### src/rtl/uart_rx_fifo.sv
// uart_rx_fifo
//   Receive buffer downstream of the UART receiver. Each receiver pulse
//   (rx_valid_i or rx_frame_err_i) pushes {err, data} into a flop-based FIFO.
//   The FIFO has a first-word-fall-through pop port and provides count,
//   sticky overrun, fill-threshold and idle-timeout status.
//
// Ports
//   clk, rst_n      clock; synchronous active-low reset
//   rx_data_i       received character, qualified by the pulses below
//   rx_valid_i      good-character pulse
//   rx_frame_err_i  bad-stop-bit pulse (entry tagged err = 1)
//   rd_en_i         pop head entry (ignored when empty)
//   flush_i         discard all entries (highest priority)
//   ovr_clr_i       clear sticky overrun flag
//   thresh_i        fill threshold, 0 disables
//   timeout_lim_i   idle cycles before timeout, 0 disables
//   rd_data_o       head data (valid when !empty_o)
//   rd_err_o        head framing-error tag
//   empty_o/full_o  occupancy flags from the registered count
//   count_o         occupied entries 0..DEPTH
//   overrun_o       sticky: a push was dropped while full
//   thresh_irq_o    count_o >= thresh_i (thresh_i != 0)
//   timeout_o       non-empty and idle for timeout_lim_i cycles
module uart_rx_fifo #(
    parameter int unsigned DATA_W = 8,
    parameter int unsigned DEPTH  = 16,
    parameter int unsigned TO_W   = 16
) (
    input  logic                     clk,
    input  logic                     rst_n,
    input  logic [DATA_W-1:0]        rx_data_i,
    input  logic                     rx_valid_i,
    input  logic                     rx_frame_err_i,
    input  logic                     rd_en_i,
    input  logic                     flush_i,
    input  logic                     ovr_clr_i,
    input  logic [$clog2(DEPTH):0]   thresh_i,
    input  logic [TO_W-1:0]          timeout_lim_i,
    output logic [DATA_W-1:0]        rd_data_o,
    output logic                     rd_err_o,
    output logic                     empty_o,
    output logic                     full_o,
    output logic [$clog2(DEPTH):0]   count_o,
    output logic                     overrun_o,
    output logic                     thresh_irq_o,
    output logic                     timeout_o
);

    localparam int unsigned PW = $clog2(DEPTH);
    localparam int unsigned CW = PW + 1;

    logic [DATA_W:0] mem_q [DEPTH];

    logic [PW-1:0]   wr_ptr_q, wr_ptr_d;
    logic [PW-1:0]   rd_ptr_q, rd_ptr_d;
    logic [CW-1:0]   count_q, count_d;
    logic            ovr_q, ovr_d;
    logic [TO_W-1:0] idle_q, idle_d;

    logic push, empty, full, pop_ok, push_ok, ovr_set;

    always_comb begin
        push    = rx_valid_i | rx_frame_err_i;
        empty   = (count_q == '0);
        full    = (count_q == CW'(DEPTH));
        pop_ok  = rd_en_i & ~empty;
        // A pop in the same cycle frees the slot, so a full FIFO still accepts.
        push_ok = push & (~full | pop_ok);
        // A push discarded by flush is not an overrun.
        ovr_set = push & full & ~pop_ok & ~flush_i;
    end

    always_comb begin
        wr_ptr_d = wr_ptr_q;
        rd_ptr_d = rd_ptr_q;
        count_d  = count_q;
        if (flush_i) begin
            wr_ptr_d = '0;
            rd_ptr_d = '0;
            count_d  = '0;
        end else begin
            // Power-of-2 depth: pointers wrap naturally.
            if (push_ok) wr_ptr_d = wr_ptr_q + 1'b1;
            if (pop_ok)  rd_ptr_d = rd_ptr_q + 1'b1;
            case ({push_ok, pop_ok})
                2'b10:   count_d = count_q + 1'b1;
                2'b01:   count_d = count_q - 1'b1;
                default: count_d = count_q;
            endcase
        end
    end

    always_comb begin
        if (ovr_set) begin
            ovr_d = 1'b1;
        end else if (ovr_clr_i) begin
            ovr_d = 1'b0;
        end else begin
            ovr_d = ovr_q;
        end
    end

    always_comb begin
        if (flush_i || push || pop_ok || empty) begin
            idle_d = '0;
        end else if (idle_q != '1) begin
            idle_d = idle_q + 1'b1;
        end else begin
            idle_d = idle_q;
        end
    end

    always_ff @(posedge clk) begin
        if (!rst_n) begin
            wr_ptr_q <= '0;
            rd_ptr_q <= '0;
            count_q  <= '0;
            ovr_q    <= 1'b0;
            idle_q   <= '0;
        end else begin
            wr_ptr_q <= wr_ptr_d;
            rd_ptr_q <= rd_ptr_d;
            count_q  <= count_d;
            ovr_q    <= ovr_d;
            idle_q   <= idle_d;
        end
    end

    // Storage is not reset; the reset pointers make old contents unreachable.
    always_ff @(posedge clk) begin
        if (rst_n && push_ok && !flush_i) begin
            mem_q[wr_ptr_q] <= {rx_frame_err_i, rx_data_i};
        end
    end

    always_comb begin
        rd_data_o    = mem_q[rd_ptr_q][DATA_W-1:0];
        rd_err_o     = mem_q[rd_ptr_q][DATA_W];
        empty_o      = empty;
        full_o       = full;
        count_o      = count_q;
        overrun_o    = ovr_q;
        thresh_irq_o = (thresh_i != '0) && (count_q >= thresh_i);
        timeout_o    = !empty && (timeout_lim_i != '0) && (idle_q >= timeout_lim_i);
    end

endmodule

### config.mk
export PLATFORM = sky130hd
export DESIGN_NAME = uart_rx_fifo
export DESIGN_NICKNAME = d
export VERILOG_FILES = /design/src/rtl/uart_rx_fifo.sv
export SDC_FILE = /design/constraint.sdc
export NUM_CORES = 1
export LEC_CHECK = 0
export ABC_AREA = 1
export CAP_MARGIN = 25
export CORE_MARGIN = 4
export CORE_UTILIZATION = 45
export CTS_CLUSTER_DIAMETER = 50
export DETAILED_ROUTE_END_ITERATION = 10
export PLACE_DENSITY = 0.69
export SETUP_SLACK_MARGIN = 0.4
export SLEW_MARGIN = 5
export SYNTH_ARGS = -nofsm -noshare
export SYNTH_HDL_FRONTEND = slang
export SYNTH_SLANG_ARGS = --single-unit
### constraint.sdc
create_clock -name clk -period 2.7 [get_ports clk]
set_clock_uncertainty 0.15 [all_clocks]
set_input_delay 0.54 -clock clk [delete_from_list [all_inputs] [get_ports clk]]
set_output_delay 0.54 -clock clk [all_outputs]
set_load 0.02 [all_outputs]
==> metrics.md, run 1 <==
| Metric | Value |
|---|---|
| GRT overflow | 0 |
| Core ar. | around 17000 um^2 |
| # nets final | 905 |
| Hold_ws | slightly above 0.3 ns |
| First-pass DRT Iterations | 5 |
| Die H | between 100 and 150 um |
| Synth Flop Type | edfxtp_1 |
| Largest net degree at the start of global routing | 25 |
| Synth top area share | about 53% |
| Syn nets | ~780 |
| RD Place Congestion | 0.848 |
| Cell Pwr Density | ~560 nW/um^2 |
| Hold path depth | 1 |
| FF-to-FF path depth | 15 |
| Syn Std Cell Area | between 8000 and 9000 um^2 |
| Worst Path Class, Setup | reg -> out |
| Cells after Synth | around 700 |
| EDFF count, synth | about 140 |
| Avg WL per Cell | about 17 um |
| CP required | roughly 2 ns |
| Layout cell share with drive strength beyond 1 | 22.8% |
| Final hold viol count | 0 |
| Area grow syn2layout | 27.8% |
| Die Span X | about 140 um |
| Flops & latches, synth | about 180 |
| Reg-to-reg startpoint | count_o[0]$_SDFFE_PP0P_ |
| Hpwl dp | about 12 mm |
| IO buf count | 54 |
| DRC violations left | 0 |
| Crit Reg-Reg Endpoint | count_o[4]$_SDFFE_PP0P_ |
| Max-Cap Viols | 0 |
| Via density | about 5.3 |
| Max Fclk | 383 MHz |
| RSZ-0062 raised after global routing | true |
| Rows | 48 |
| Number of I/O pins | 55 |
| CP endpoint kind | primary output |
| TritonCTS clock tree | built |
| Die area | ~20000 um^2 |
| Total power | slightly below 6 mW |
| Relative slew margins | 56.3% |
| Clock H-tree levels | 4 |
| Critical Path Source Type | flop |
| Most common cell in the synthesized netlist | edfxtp_1 |
| Hold endpoint | idle_q[0]$_SDFFE_PP0P_ |
| Global-route usage over all layers | between 10% and 20% |
| Final worst path period share | 96.7% |
| CTS root buf | clkbuf_16 |
| HP Start | idle_q[0]$_SDFFE_PP0P_ |
| Initial antenna violation count | 0 |
| Pleak | approximately 4 nW |
| Vias | 5707 |
| Vias in the first global route | ~5900 |
| Starting DRT DRC Count | ~310 |
| Commonest cells in the netlist | edfxtp_1, inv_1, a21oi_1, o21ai_0, nand2_1 |
| R2R Setup Slk | 0.55 ns |
| Synth area leader | edfxtp_1 |
| CTS buffer count | 17 |
| Syn. warnings | 0 |
| Post-route cell area | ~10000 um^2 |
| Worst IR Drop VDD | 0.440 mV |
| Post-DP Area | approximately 9300 um^2 |
| Run status | finished, final reports clean |
| Syn_area_per_cell | around 11 um^2 |
| Clk buf depth | 2 |
| HP Class | reg -> reg |
| Global-route wire length before repair | 29.6 mm |
| Antenna cells | 0 |
| Slew Viols, Final | 0 |
| ANT nets after route | 0 |
| Register area share after synthesis | between 60% and 70% |
| CP arrival | about 1.9 ns |
| Clock period minus worst slack | roughly 2.6 ns |
| Synth top area cells | edfxtp_1, dfxtp_1, inv_1 |
| Starting Density | 46.3% |
| Netlist cell types | 40 |
| Setup Viol. Count Final | 0 |
| Clk slew on worst S/H paths | roughly 0.060 ns |
| Worst slew pin tran | 0.653 ns |
| Clk sinks | 178 |
| Final wirelength | between 15 and 20 mm |
| Worst-skew pair later-pin latency | 0.42 ns |
| Crit-path max FO | 7 |
| Async SR Flop Fraction | 0% |
sequential cells by signal, indices dropped and copies added, names as in the netlist, named ones only:
register / cells
count_o: 5
idle_q: 16
overrun_o: 1
mem_q: 144
rd_ptr_q: 4
wr_ptr_q: 4
where the power goes:
part / switching, mW / internal (mW)
Clock: 0.920 / 1.33
Sequential: 0.0172 / 2.98
Combinational: 0.326 / 0.272
cell families after synthesis:
| kind of cell | share of synthesized area, % |
|---|---|
| xor+xnor | 0.865 |
| simple gates | 9.75 |
| mux | 4.45 |
| fa+ha+maj | 4.48 |
| buf+inv | 6.38 |
| flops | 61.8 |
| compound gates | 12.3 |
layout by cell type, fill, tap and decap left out, types with 4 or more instances in the layout:
cell type / count
a21oi_1: 48
a21oi_2: 16
buf_12: 7
buf_4: 57
buf_6: 13
clkbuf_16: 19
clkdlybuf4s50_1: 20
clkinv_1: 8
dfxtp_1: 28
dfxtp_2: 5
dlygate4sd2_1: 16
edfxtp_1: 144
ha_1: 21
ha_4: 8
inv_1: 95
inv_2: 12
mux2i_1: 32
nand2_1: 53
nand2_2: 9
nand3_1: 25
nand3_2: 4
nand4_1: 7
nor2_1: 29
nor2_2: 10
nor2_4: 5
nor3_1: 4
nor4_1: 5
o211ai_1: 38
o21ai_0: 29
o21ai_1: 31
o21ai_2: 4
xnor2_1: 4
xor2_1: 4
area by class of cell:
class	instances	area [um^2]
clock buffers	20	437
clock inverters	10	93.8
fillers	1393	7130
inverters	110	413
multi-input cells	407	2840
flip-flops and latches	178	5010
well taps	225	282
repair buffers	126	1270
stage by stage:
| stage | TNS [ns] | instances | worst slack [ns] | utilization, % |
|---|---|---|---|---|
| 6_report | 0 | 1076 | 0.0896 | 59.2 |
| 5_1_grt | 0 | 1076 | 0.0400 | 59.2 |
| 4_1_cts | 0 | 1072 | 0.0934 | 58.3 |
| 3_5_place_dp | -2.19 | 1028 | -0.703 | 53.2 |
| 3_3_place_gp | -2.02 | 1028 | -0.659 | 53.2 |
| 2_1_floorplan | 0 | 719 | 0.410 | - |
layer usage:
metal  vias to the layer above  part of all wire [%]  track usage (%)
li1                       2790                     -                -
met1                      2751                    42             23.6
met2                       146                    52             33.0
met3                        20                   4.5             3.97
met4                         0                   1.4             5.51
met5                         -                     0                0
worst max path at each step:
stage / startpoint / depth (start not counted) / endpoint
after global routing: idle_q[13]$_SDFFE_PP0P_ / 8 / timeout_o
final: flop / 8 / rd_data_o[6]
after detailed placement: timeout_lim_i[15] / 12 / timeout_o
after floorplan: count_o[0]$_SDFFE_PP0P_ / 9 / thresh_irq_o
after CTS: count_o[0]$_SDFFE_PP0P_ / 10 / thresh_irq_o
after global placement: timeout_lim_i[15] / 12 / timeout_o
critical path: stages, from the launching register on:
cell	delay (ns)
dfxtp_4	0.38
buf_8	0.15
buf_12	0.13
buf_16	0.14
mux2i_1	0.11
o211ai_1	0.19
nand3_1	0.15
nand2_1	0.12
buf_6	0.12
what timing repair did:
| action | 4_1_cts | 5_1_grt |
|---|---|---|
| endpoints found under the hold margin | 0 | 0 |
| pin swaps | 43 | 28 |
| hold buffers | 0 | 0 |
| endpoints found under the setup margin | 28 | 159 |
| gates resized for setup | 164 | 38 |
| gates cloned | 3 | 2 |
| setup buffers | 11 | 2 |
(Power assumes the default switching activity.)
==> run 2: changes to the inputs <==
--- a/config.mk
+++ b/config.mk
@@ -11,6 +11,7 @@
 export CORE_UTILIZATION = 45
 export CTS_CLUSTER_DIAMETER = 50
 export DETAILED_ROUTE_END_ITERATION = 10
+export GPL_TIMING_DRIVEN = 0
 export PLACE_DENSITY = 0.69
 export SETUP_SLACK_MARGIN = 0.4
 export SLEW_MARGIN = 5
==> run 2 against run 1 <==
Cell area grew 2.3%. Via count rose by 2.3%. Largest cell class unchanged. Sequential power hardly changed. Largest power group unchanged.
==> metrics.md, run 2 (synthesized netlist as in run 1, its figures left out) <==
| Metric | Value |
|---|---|
| Run status | finished, final reports clean |
| Reg with most FFs | mem_q |
| Starting DRT DRC Count | around 490 |
| Via density | about 5.5 |
| Die H | about 140 um |
| Core ar. | 17500 um^2 |
| Final hold viol count | 0 |
| Vias in the first global route | 5606 |
| Final worst path period share | between 90% and 100% |
| Global-route usage over all layers | approximately a fifth |
| CTS root buf | clkbuf_16 |
| Fillers | 1366 |
| Clk buf depth | 2 |
| Post-placement cell count | about 1000 |
| HP Class | reg -> reg |
| Antenna cells | 0 |
| Max Fclk | approximately 370 MHz |
| FF-to-FF path depth | 10 |
| RSZ-0062 raised after global routing | true |
| Slew Viols, Final | 0 |
| Die area | between 20000 and 25000 um^2 |
| Avg WL per Cell | roughly 19 um |
| Clk slew on worst S/H paths | roughly 0.06 ns |
| Largest net degree at the start of global routing | 18 |
| Layout cell share with drive strength beyond 1 | 27.5% |
| Max reg flops | 144 |
| RD Place Congestion | just under 0.9 |
| Hold_ws | between 0.3 and 0.4 ns |
| Worst-skew pair later-pin latency | ~0.43 ns |
| Worst Path Class, Setup | reg -> out |
| Non-Filler Instances | 1066 |
| CP required | ~2.0 ns |
| Most common cell after layout, fill and taps aside | edfxtp_1 |
| Setup TNS | 0 ns |
| Die Span X | about 140 um |
| Hold path depth | 1 |
| Final wirelength | around 20 mm |
| TritonCTS clock tree | built |
| Util after Layout | between 60% and 70% |
| Area grow syn2layout | 30.7% |
| Clock period minus worst slack | around 2.7 ns |
| Global-route wire length before repair | between 30 and 40 mm |
| Clock H-tree levels | 4 |
| Starting Density | a little under half |
| IO buf count | between 50 and 60 |
| Worst IR Drop VDD | between 0.4 and 0.5 mV |
| Critical Path Source Type | flop |
| Worst slew pin tran | ~0.79 ns |
| CTS buffer count | 17 |
| Vias | 5838 |
| ANT nets after route | 0 |
| Most frequent cells in the layout | edfxtp_1, inv_1, a21oi_1 |
| Cell Pwr Density | ~570 nW/um^2 |
| CP arrival | roughly 2.0 ns |
| Pleak | 3.99 nW |
| First-pass DRT Iterations | 5 |
| GRT overflow | 0 |
| Initial antenna violation count | 0 |
| CP endpoint kind | primary output |
| Rows | 48 |
| Setup Viol. Count Final | 0 |
| Hpwl dp | ~13 mm |
| Max-Cap Viols | 0 |
| Relative slew margins | approximately 47% |
| # nets final | 893 |
| DRC violations left | 0 |
| Crit-path max FO | 10 |
| Clk sinks | 178 |
| Number of I/O pins | 55 |
[run 2: cell types whose count changed in the layout (fill, tap and decap cells not counted), moves of 8 or more]
cell     before  now
o21ai_1      31   21
dfxtp_1      28   20
nor2_1       29   18
buf_4        57   27
nor2_4        5   21
buf_12        7   16
[run 2: worst paths after layout]
path,end,startpoint,slack (ns)
min,idle_q[3]$_SDFFE_PP0P_,idle_q[3]$_SDFFE_PP0P_,0.31
min reg2reg,idle_q[3]$_SDFFE_PP0P_,idle_q[3]$_SDFFE_PP0P_,0.31
max,rd_data_o[2],flop,0.01
max reg2reg,mem_q[0][5]$_DFFE_PP_,count_o[0]$_SDFFE_PP0P_,0.44
[run 2: critical path: stages, from the launching register on]
cell	delay, ns
dfxtp_4	0.36
buf_12	0.15
buf_8	0.16
mux2i_4	0.20
o211ai_1	0.30
o211ai_1	0.16
nand2_1	0.11
buf_6	0.12
[run 2: through the flow]
step	total power, mW	instance area, um^2	worst slack (ns)
4_1_cts	6.01	10200	0.0239
3_5_place_dp	3.55	8920	-1.10
2_1_floorplan	3.32	8100	0.410
6_report	6.04	10600	0.0133
3_3_place_gp	3.54	8920	-1.01
5_1_grt	6.24	10600	-0.0537
[run 2: power breakdown]
part	leakage, nW	internal (mW)	switching, mW
combinational	2.14	0.252	0.359
sequential	1.58	2.98	0.0156
clock	0.276	1.37	1.06
total	3.99	4.61	1.44
[run 2: what timing repair did]
item | CTS | global route
buffers inserted | 24 | 8
setup endpoints to repair | 179 | 161
hold endpoints to repair | 0 | 0
resized for setup | 231 | 79
hold buffers | 0 | 0
gates cloned | 2 | 2
pin swaps | 46 | 31
[run 2: cell type report]
class	count	area, um^2	area share (%)
inverter	110	427	4.03
sequential	178	5030	47.5
buffer	24	218	2.06
clock buffer	18	429	4.05
tap	225	282	2.66
clock inverter	14	155	1.47
multi-input combinational	408	3080	29.1
timing repair buffer	89	966	9.12
[run 2: routing by layer]
metal | track usage, % | routed length [um] | part of all wire (%)
met5 | 0 | 0 | 0
met4 | 7.37 | 524 | 2.6
met3 | 5.58 | 1470 | 7.2
met2 | 32.7 | 10100 | 49
met1 | 25.5 | 8310 | 41
